===== config.mk =====
export PLATFORM = sky130hd
export DESIGN_NAME = fetch_unit
export DESIGN_NICKNAME = d
export VERILOG_FILES = /design/src/rtl/fetch_unit.sv
export SDC_FILE = /design/constraint.sdc
export NUM_CORES = 1
export LEC_CHECK = 0
export ABC_AREA = 1
export CAP_MARGIN = 20
export CELL_PAD_IN_SITES_DETAIL_PLACEMENT = 1
export CELL_PAD_IN_SITES_GLOBAL_PLACEMENT = 2
export CORE_MARGIN = 4
export CORE_UTILIZATION = 31
export CTS_CLUSTER_DIAMETER = 100
export CTS_CLUSTER_SIZE = 40
export DETAILED_ROUTE_END_ITERATION = 8
export PLACE_DENSITY_LB_ADDON = 0.1
export SLEW_MARGIN = 20
export SYNTH_ARGS = -nofsm -noshare
export SYNTH_HDL_FRONTEND = slang
export SYNTH_SLANG_ARGS = --single-unit

===== constraint.sdc =====
create_clock -name clk -period 12.3 [get_ports clk]
set_input_delay 1.845 -clock clk [delete_from_list [all_inputs] [get_ports clk]]
set_output_delay 1.845 -clock clk [all_outputs]
set_load 0.01 [all_outputs]

===== src/rtl/fetch_unit.sv =====
`default_nettype none
// ============================================================================
// Module   : fetch_unit
// Summary  : RISC-V fetch stage: req/gnt/rsp imem port, PC-tagged instr buffer.
// Revision : 1.0  initial release
// ============================================================================
module fetch_unit #(
    parameter logic [31:0] RESET_PC   = 32'h0000_0000,
    parameter int          FIFO_DEPTH = 2
) (
    input  logic        clk,
    input  logic        rst_n,
    output logic        imem_req,
    output logic [31:0] imem_addr,
    input  logic        imem_gnt,
    input  logic        imem_rvalid,
    input  logic [31:0] imem_rdata,
    output logic [31:0] instr,
    output logic [31:0] instr_pc,
    output logic [31:0] instr_pc4,
    output logic        instr_valid,
    input  logic        instr_ready,
    input  logic        redirect,
    input  logic        redirect_sel,
    input  logic [31:0] redirect_pc,
    input  logic [31:0] imm_ext,
    input  logic [31:0] alu_result,
    output logic        fetch_err
);

    localparam int          c_ptr_w = (FIFO_DEPTH > 1) ? $clog2(FIFO_DEPTH) : 1;
    localparam int          c_cnt_w = c_ptr_w + 1;
    localparam logic [31:0] c_nop   = 32'h0000_0013;

    typedef enum logic [1:0] {
        S_IDLE = 2'd0,
        S_REQ  = 2'd1,
        S_RSP  = 2'd2,
        S_HALT = 2'd3
    } state_t;

    state_t              r_state;
    logic [31:0]         r_fpc;
    logic                r_out;
    logic                r_discard;
    logic                r_err;
    logic [c_ptr_w-1:0]  r_wr_ptr;
    logic [c_ptr_w-1:0]  r_rd_ptr;
    logic [c_cnt_w-1:0]  r_count;
    logic [31:0]         r_mem_instr [FIFO_DEPTH];
    logic [31:0]         r_mem_pc    [FIFO_DEPTH];

    logic [31:0]         w_target;
    logic                w_misaligned;
    logic                w_gnt_now;
    logic                w_rsp_now;
    logic                w_out_after;
    logic                w_empty;
    logic                w_push;
    logic                w_pop;
    logic                w_slot_free;

    assign w_target     = redirect_sel ? (alu_result & 32'hFFFF_FFFE) : (redirect_pc + imm_ext);
    assign w_misaligned = w_target[1];
    assign w_gnt_now    = (r_state == S_REQ) && imem_gnt;
    assign w_rsp_now    = r_out && imem_rvalid;
    // A response still owed after this edge must be drained before the next request.
    assign w_out_after  = (r_out && !imem_rvalid) || w_gnt_now;
    assign w_empty      = (r_count == '0);
    assign w_push       = w_rsp_now && !r_discard && !redirect;
    assign w_pop        = !w_empty && instr_ready && !redirect;
    assign w_slot_free  = (int'(r_count) + int'(r_out)) < FIFO_DEPTH;

    always_ff @(posedge clk or negedge rst_n) begin
        if (!rst_n) begin
            r_state   <= S_IDLE;
            r_fpc     <= RESET_PC;
            r_out     <= 1'b0;
            r_discard <= 1'b0;
            r_err     <= 1'b0;
        end else if (redirect) begin
            r_fpc     <= w_target;
            r_err     <= w_misaligned;
            r_out     <= w_out_after;
            r_discard <= w_out_after;
            if (w_misaligned) begin
                r_state <= S_HALT;
            end else if (w_out_after) begin
                r_state <= S_RSP;
            end else begin
                r_state <= S_REQ;
            end
        end else begin
            case (r_state)
                S_IDLE: begin
                    if (w_slot_free) begin
                        r_state <= S_REQ;
                    end
                end
                S_REQ: begin
                    if (imem_gnt) begin
                        r_fpc   <= r_fpc + 32'd4;
                        r_out   <= 1'b1;
                        r_state <= S_RSP;
                    end
                end
                S_RSP: begin
                    if (imem_rvalid) begin
                        r_out     <= 1'b0;
                        r_discard <= 1'b0;
                        r_state   <= S_IDLE;
                    end
                end
                S_HALT: begin
                    if (w_rsp_now) begin
                        r_out     <= 1'b0;
                        r_discard <= 1'b0;
                    end
                end
                default: r_state <= S_IDLE;
            endcase
        end
    end

    always_ff @(posedge clk or negedge rst_n) begin
        if (!rst_n) begin
            r_wr_ptr <= '0;
            r_rd_ptr <= '0;
            r_count  <= '0;
        end else if (redirect) begin
            r_wr_ptr <= '0;
            r_rd_ptr <= '0;
            r_count  <= '0;
        end else begin
            if (w_push) begin
                r_wr_ptr <= r_wr_ptr + c_ptr_w'(1);
            end
            if (w_pop) begin
                r_rd_ptr <= r_rd_ptr + c_ptr_w'(1);
            end
            case ({w_push, w_pop})
                2'b10:   r_count <= r_count + c_cnt_w'(1);
                2'b01:   r_count <= r_count - c_cnt_w'(1);
                default: r_count <= r_count;
            endcase
        end
    end

    // fpc already advanced past the granted word, so its PC is fpc - 4.
    always_ff @(posedge clk) begin
        if (w_push) begin
            r_mem_instr[r_wr_ptr] <= imem_rdata;
            r_mem_pc[r_wr_ptr]    <= r_fpc - 32'd4;
        end
    end

    assign imem_req    = (r_state == S_REQ);
    assign imem_addr   = r_fpc;
    assign instr_valid = !w_empty;
    assign instr       = w_empty ? c_nop : r_mem_instr[r_rd_ptr];
    assign instr_pc    = w_empty ? 32'd0 : r_mem_pc[r_rd_ptr];
    assign instr_pc4   = instr_pc + 32'd4;
    assign fetch_err   = r_err;

endmodule
`default_nettype wire


## Yosys cells after proc, flatten, opt, wreduce, memory -nomap -nowiden

Memory sizes are Yosys's and may differ from the RTL's.
Cells that the tools add are included.

| word-level totals | value |
|---|---|
| register bits after elaboration | 41 |
| bits in writable memories | 128 |
| input port bits | 135 |
| output and inout bits | 131 |
| logic and storage cells | 83 |
| memories | 2 |

| operators by class | value |
|---|---|
| add/sub/neg operators | 9 |
| magnitude comparators | 1 |
| eq/ne operators | 9 |
| multiplexer cells | 28 |
| reduce and logical (&&, ||, !) cells | 26 |

Memories:

| name | depth | width | rd ports | clocked after Yosys merged registers in | wr ports | line | source |
|---|---|---|---|---|---|---|---|
| r_mem_instr | 2 | 32 | 1 | 0 | 1 | 50 | `logic [31:0] r_mem_instr [FIFO_DEPTH];` |
| r_mem_pc | 2 | 32 | 1 | 0 | 1 | 51 | `logic [31:0] r_mem_pc [FIFO_DEPTH];` |

Operators by type and width:

| kind | number |
|---|---|
| $mux 32 | 6 |
| $add 32x3->32 const B | 2 |
| $add 32x32->32 | 1 |
| $sub 32x3->32 const B | 1 |
| $mux 2 | 7 |
| $mux 1 | 11 |
| $ne 3x3->1 const B | 3 |
| $reduce_and 4->1 | 2 |
| $reduce_bool 2->1 | 4 |
| $reduce_bool 4->1 | 2 |
| $logic_and 1x1->1 | 7 |
| $eq 2x2->1 const B | 3 |
| $pmux 2 s3 | 1 |
| $reduce_bool 3->1 | 2 |
| $eq 2x1->1 const B | 2 |
| $logic_not 1->1 | 4 |
| $logic_not 2->1 | 2 |
| $pmux 2 s2 | 1 |
| $add 2x1->3 | 1 |
| $lt 3x2->1 const B | 1 |
| $ne 3x1->1 const B | 1 |
| $pmux 1 s3 | 1 |
| $reduce_and 3->1 | 1 |
| $add 1x1->1 const B | 2 |
| 5 further kinds | 5 |

## Longest topological paths before layout

| depth | value |
|---|---|
| word-level depth | 7 |
| mapped depth | 14 |
| depth with buffers taken out | 14 |

## Worst setup path after synthesis

OpenSTA, ideal clock, no wires.

| timing | value |
|---|---|
| kind | input -> register |
| start | input port redirect |
| end | memory r_mem_instr[0][0] (enable) |
| library setup time | 0.486 ns |
| data arrival time | 5.279 ns |
| slack | 6.535 ns |
| stages on the path | 5 |
| path through | inv_1 > clkbuf_1 > clkbuf_1 > nand2_1 > nor2_1 |

| on the way | value |
|---|---|
| longest elaborated chain between the ends | 4 |

Ends and longest elaborated chain:

| item | line | source |
|---|---|---|
| start: declaration | 23 | `input logic redirect,` |
| $logic_not 1->1 | 70 | `assign w_push = w_rsp_now && !r_discard && !redirect;` |
| $logic_and 1x1->1 | 70 |  |
| $mux 1 | 151 | `if (w_push) begin` |
| $mux 1 (implied by the code) | 152 | `r_mem_instr[r_wr_ptr] <= imem_rdata;` |
| end: declaration | 50 |  |

No other way between the ends.

## Worst setup path in the final report

| timing | value |
|---|---|
| start | register r_rd_ptr |
| end | output port instr_pc4[26] |

| on the way | value |
|---|---|
| longest elaborated chain between the ends | 3 |

Ends and longest elaborated chain:

| item | line | source |
|---|---|---|
| start: declaration | 48 | `logic [c_ptr_w-1:0] r_rd_ptr;` |
| start signal: assignment | 139 | `r_rd_ptr <= r_rd_ptr + c_ptr_w'(1);` |
| $mem_v2 2x32 | n/a |  |
| $mux 32 | 161 | `assign instr_pc = w_empty ? 32'd0 : r_mem_pc[r_rd_ptr];` |
| $add 32x3->32 | 162 | `assign instr_pc4 = instr_pc + 32'd4;` |
| end: declaration | 20 | `output logic [31:0] instr_pc4,` |

No other way between the ends.

==> flow_metrics.py <==
metrics = {
    "status": {
        "status": "complete, no violations",
    },
    "setup_path": {
        "crit_buf_inv": 4,
        "worstPathRequired_ps": 10450,
        "setup.worst_path.end_class": "primary output",
        "r2r_slack_ps": 9720,
        "cp_common_cell": "buf_4",
        "r2r-start": "imem_addr[2]$_DFFE_PN0P_",
        "crit_path_start_kind": "flip-flop",
        "critPathSlowestCell": "buf_4",
        "r2r_end": "r_mem_pc[1][24]$_DFFE_PP_",
        "crit_arrival_ps": 3960,
        "cp_top_family": "buffers and inverters",
        "critPathMaxStageDelay_ps": 580,
        "cp_max_fo": 65,
        "reg2reg_depth": 11,
        "critical_path_class": "reg -> out",
        "path_cells": "buf_4 > inv_2 > buf_4 > nor2_1 > nor3_4 > nand2_1 > nor3_2 > nand3_1 > xor2_1 > clkdlybuf4s50_1",
    },
    "sta": {
        "holdWs_ps": 489,
        "rsz0062_at_grt": "no",
        "skew_ps": 11.9,
        "fmax_mhz": 172,
        "tns_ps": 0,
        "tightestPinTransition_ps": 911,
        "maxSlewHeadroom_pct": 38.6,
        "finalSetupViolations": 0,
        "fin_crit_ps": 5800,
        "slew_viol_final": 0,
        "hold_violations": 0,
        "finalCritPeriodShare_pct": 47.2,
    },
    "floorplanning": {
        "start_util_pct": 31.4,
        "rows": 71,
        "io_pins": 266,
        "die-area_sq_um": 41400,
        "die_w_microns": 203,
        "core_sq_um": 37700,
        "die_h_microns": 203,
    },
    "run": {
        "maxCapViolCount": 0,
    },
    "clock_tree": {
        "cts_sinks": 169,
        "postCtsSetupBuffers": 0,
        "cts-resized-gates": 0,
        "clockBufferDepth": 2,
        "cts_htree_levels": 4,
        "insertion_delay_ps": 440,
        "numCtsBuffers": 17,
        "tritoncts": "built",
        "cts_root_buffer": "clkbuf_16",
        "clkSlewWorstSetupHoldPaths_ps": 80,
        "cts_hold_buf": 0,
    },
    "hold_path": {
        "hold_class": "reg -> reg",
        "hold_start": "fetch_err$_DFFE_PN0P_",
        "holdPathEnd": "fetch_err$_DFFE_PN0P_",
        "whs_path_depth": 2,
    },
    "global_route": {
        "antenna_found_initial": 0,
        "use_met3_pct": 2.83,
        "overflow": 0,
        "grt_util_all_layers_pct": 19.5,
        "grt-busiest-layer": "met2",
        "grt_util_met2_pct": 36.5,
        "grt_max_degree": 66,
        "grt_pass1_vias": 11900,
        "grt_use_met1_pct": 23.5,
        "grt_first_pass_wirelength_microns": 64000,
    },
    "power": {
        "leakage_nw": 6.67,
        "ir_worst_vdd_v": 0.000107,
        "powerDensity_nw_per_um2": 169,
    },
    "logic_synthesis": {
        "ys.flop_type": "edfxtp_1",
        "synth.cell_area_sq_um": 11800,
        "yosys_warnings": 0,
        "ys_types": 46,
        "syn-num-nets": 1795,
        "syn_avg_cell_area_sq_um": 7.30,
        "synthCells": 1621,
        "synthArstFlopShare_pct": 24.3,
        "synth-edff-count": 128,
        "ys_ff_latch": 169,
        "ys_seq_area_share_pct": 41.1,
    },
    "cells_and_area": {
        "fin_nets": 2033,
        "synthToLayoutAreaGrowth_pct": 31.0,
        "final_cell_mix": "nand2_1 (451), clkdlybuf4s50_1 (263), nor2_1 (253), inv_1 (201), edfxtp_1 (128)",
        "stdcell_count": 2383,
        "insertedDiodeCount": 0,
        "drive_gt1_share_pct": 5.82,
        "layout_commonest_cell": "nand2_1",
    },
    "drt": {
        "wl_microns": 40800,
        "firstDrtPassIters": 4,
        "drtAntennaViolNets": 0,
        "drt_iter0_markers": 489,
        "wl_per_cell_microns": 17.1,
        "vias": 11100,
        "drt-vias-per-instance": 4.68,
        "drc": 0,
    },
    "placement": {
        "dp.cells": 2351,
        "port_buffers": 264,
        "hpwlAfterDp_microns": 32600,
        "routabilityCongestion": 0.868,
    },
}
==> cells in the mapped netlist (15+ instances only) <==
| cell | instances | area, sq um |
|---|---|---|
| nand3_1 | 88 | 440 |
| dfrtp_1 | 41 | 1030 |
| ha_1 | 38 | 475 |
| xor2_1 | 64 | 561 |
| nor2_1 | 255 | 957 |
| nor2_2 | 15 | 93.8 |
| edfxtp_1 | 128 | 3840 |
| a21oi_1 | 88 | 440 |
| clkbuf_1 | 36 | 135 |
| nand2_1 | 451 | 1690 |
| o21ai_0 | 57 | 285 |
| inv_1 | 203 | 762 |
| nor3_1 | 25 | 125 |
==> power by group <==
| part | internal (mW) | switching (mW) |
|---|---|---|
| Combinational | 0.551 | 0.740 |
| Sequential | 0.716 | 0.0849 |
| Clock | 0.271 | 0.256 |
| Total | 1.54 | 1.08 |
==> flip-flops by register name, indices dropped and copies added, names as in the netlist <==
| name | flops |
|---|---|
| r_count | 2 |
| r_out | 1 |
| r_mem_instr | 64 |
| r_wr_ptr | 1 |
| r_state | 2 |
| r_rd_ptr | 1 |
| imem_addr | 32 |
| r_discard | 1 |
| r_mem_pc | 64 |
| fetch_err | 1 |
==> metal layers <==
metal | up-vias | part of all wire, %
li1 | 5647 | -
met4 | 0 | 2.0
met2 | 184 | 53
met5 | - | 0
met3 | 40 | 3.6
met1 | 5271 | 42
==> worst max path at each step <==
stage                         start                          end  slack (ps)  depth (start not counted)
2_1_floorplan              redirect  r_mem_instr[0][0]$_DFFE_PP_        6530                          5
3_3_place_gp   r_rd_ptr$_DFFE_PN0P_                instr_pc4[26]        6890                         10
3_5_place_dp   r_rd_ptr$_DFFE_PN0P_                instr_pc4[26]        6840                         10
4_1_cts        r_rd_ptr$_DFFE_PN0P_                instr_pc4[26]        6350                         10
5_1_grt        r_rd_ptr$_DFFE_PN0P_                instr_pc4[24]        6180                         10
6_report       r_rd_ptr$_DFFE_PN0P_                instr_pc4[26]        6500                         10
==> logic make-up after synthesis <==
group                    after synthesis  share of synthesized area [%]
buffers and inverters                271                           9.18
XOR/XNOR                              73                           5.40
adder cells (fa/ha/maj)               39                           4.19
AND/OR/NAND/NOR                      881                           31.3
flip-flops                           169                           41.1
AO/OA/AOI/OAI                        188                           8.77
==> final cells by class <==
type | count | area, sq um
inverter | 217 | 815
tap | 511 | 639
timing repair buffer | 273 | 2710
fill | 4714 | 22200
clock inverter | 15 | 154
multi-input combinational | 1181 | 5900
sequential | 169 | 4870
clock buffer | 17 | 425
==> worst min-delay path, stage by stage, from the launching register on <==
cell	delay, ps
dfrtp_1	350
nand2_1	60
nand2_1	50
==> stage by stage <==
stage                     instance area (sq um)  util, %  worst slack (ps)  power [mW]
after floorplan                           11800        -              6530        1.50
after global placement                    14900     39.6              6890        2.10
after detailed placement                  14900     39.6              6840        2.13
after CTS                                 15500     41.2              6350        2.67
after global routing                      15500     41.2              6180        2.81
final                                     15500     41.2              6500        2.62
No activity file was read; power rests on OpenSTA's default activity.
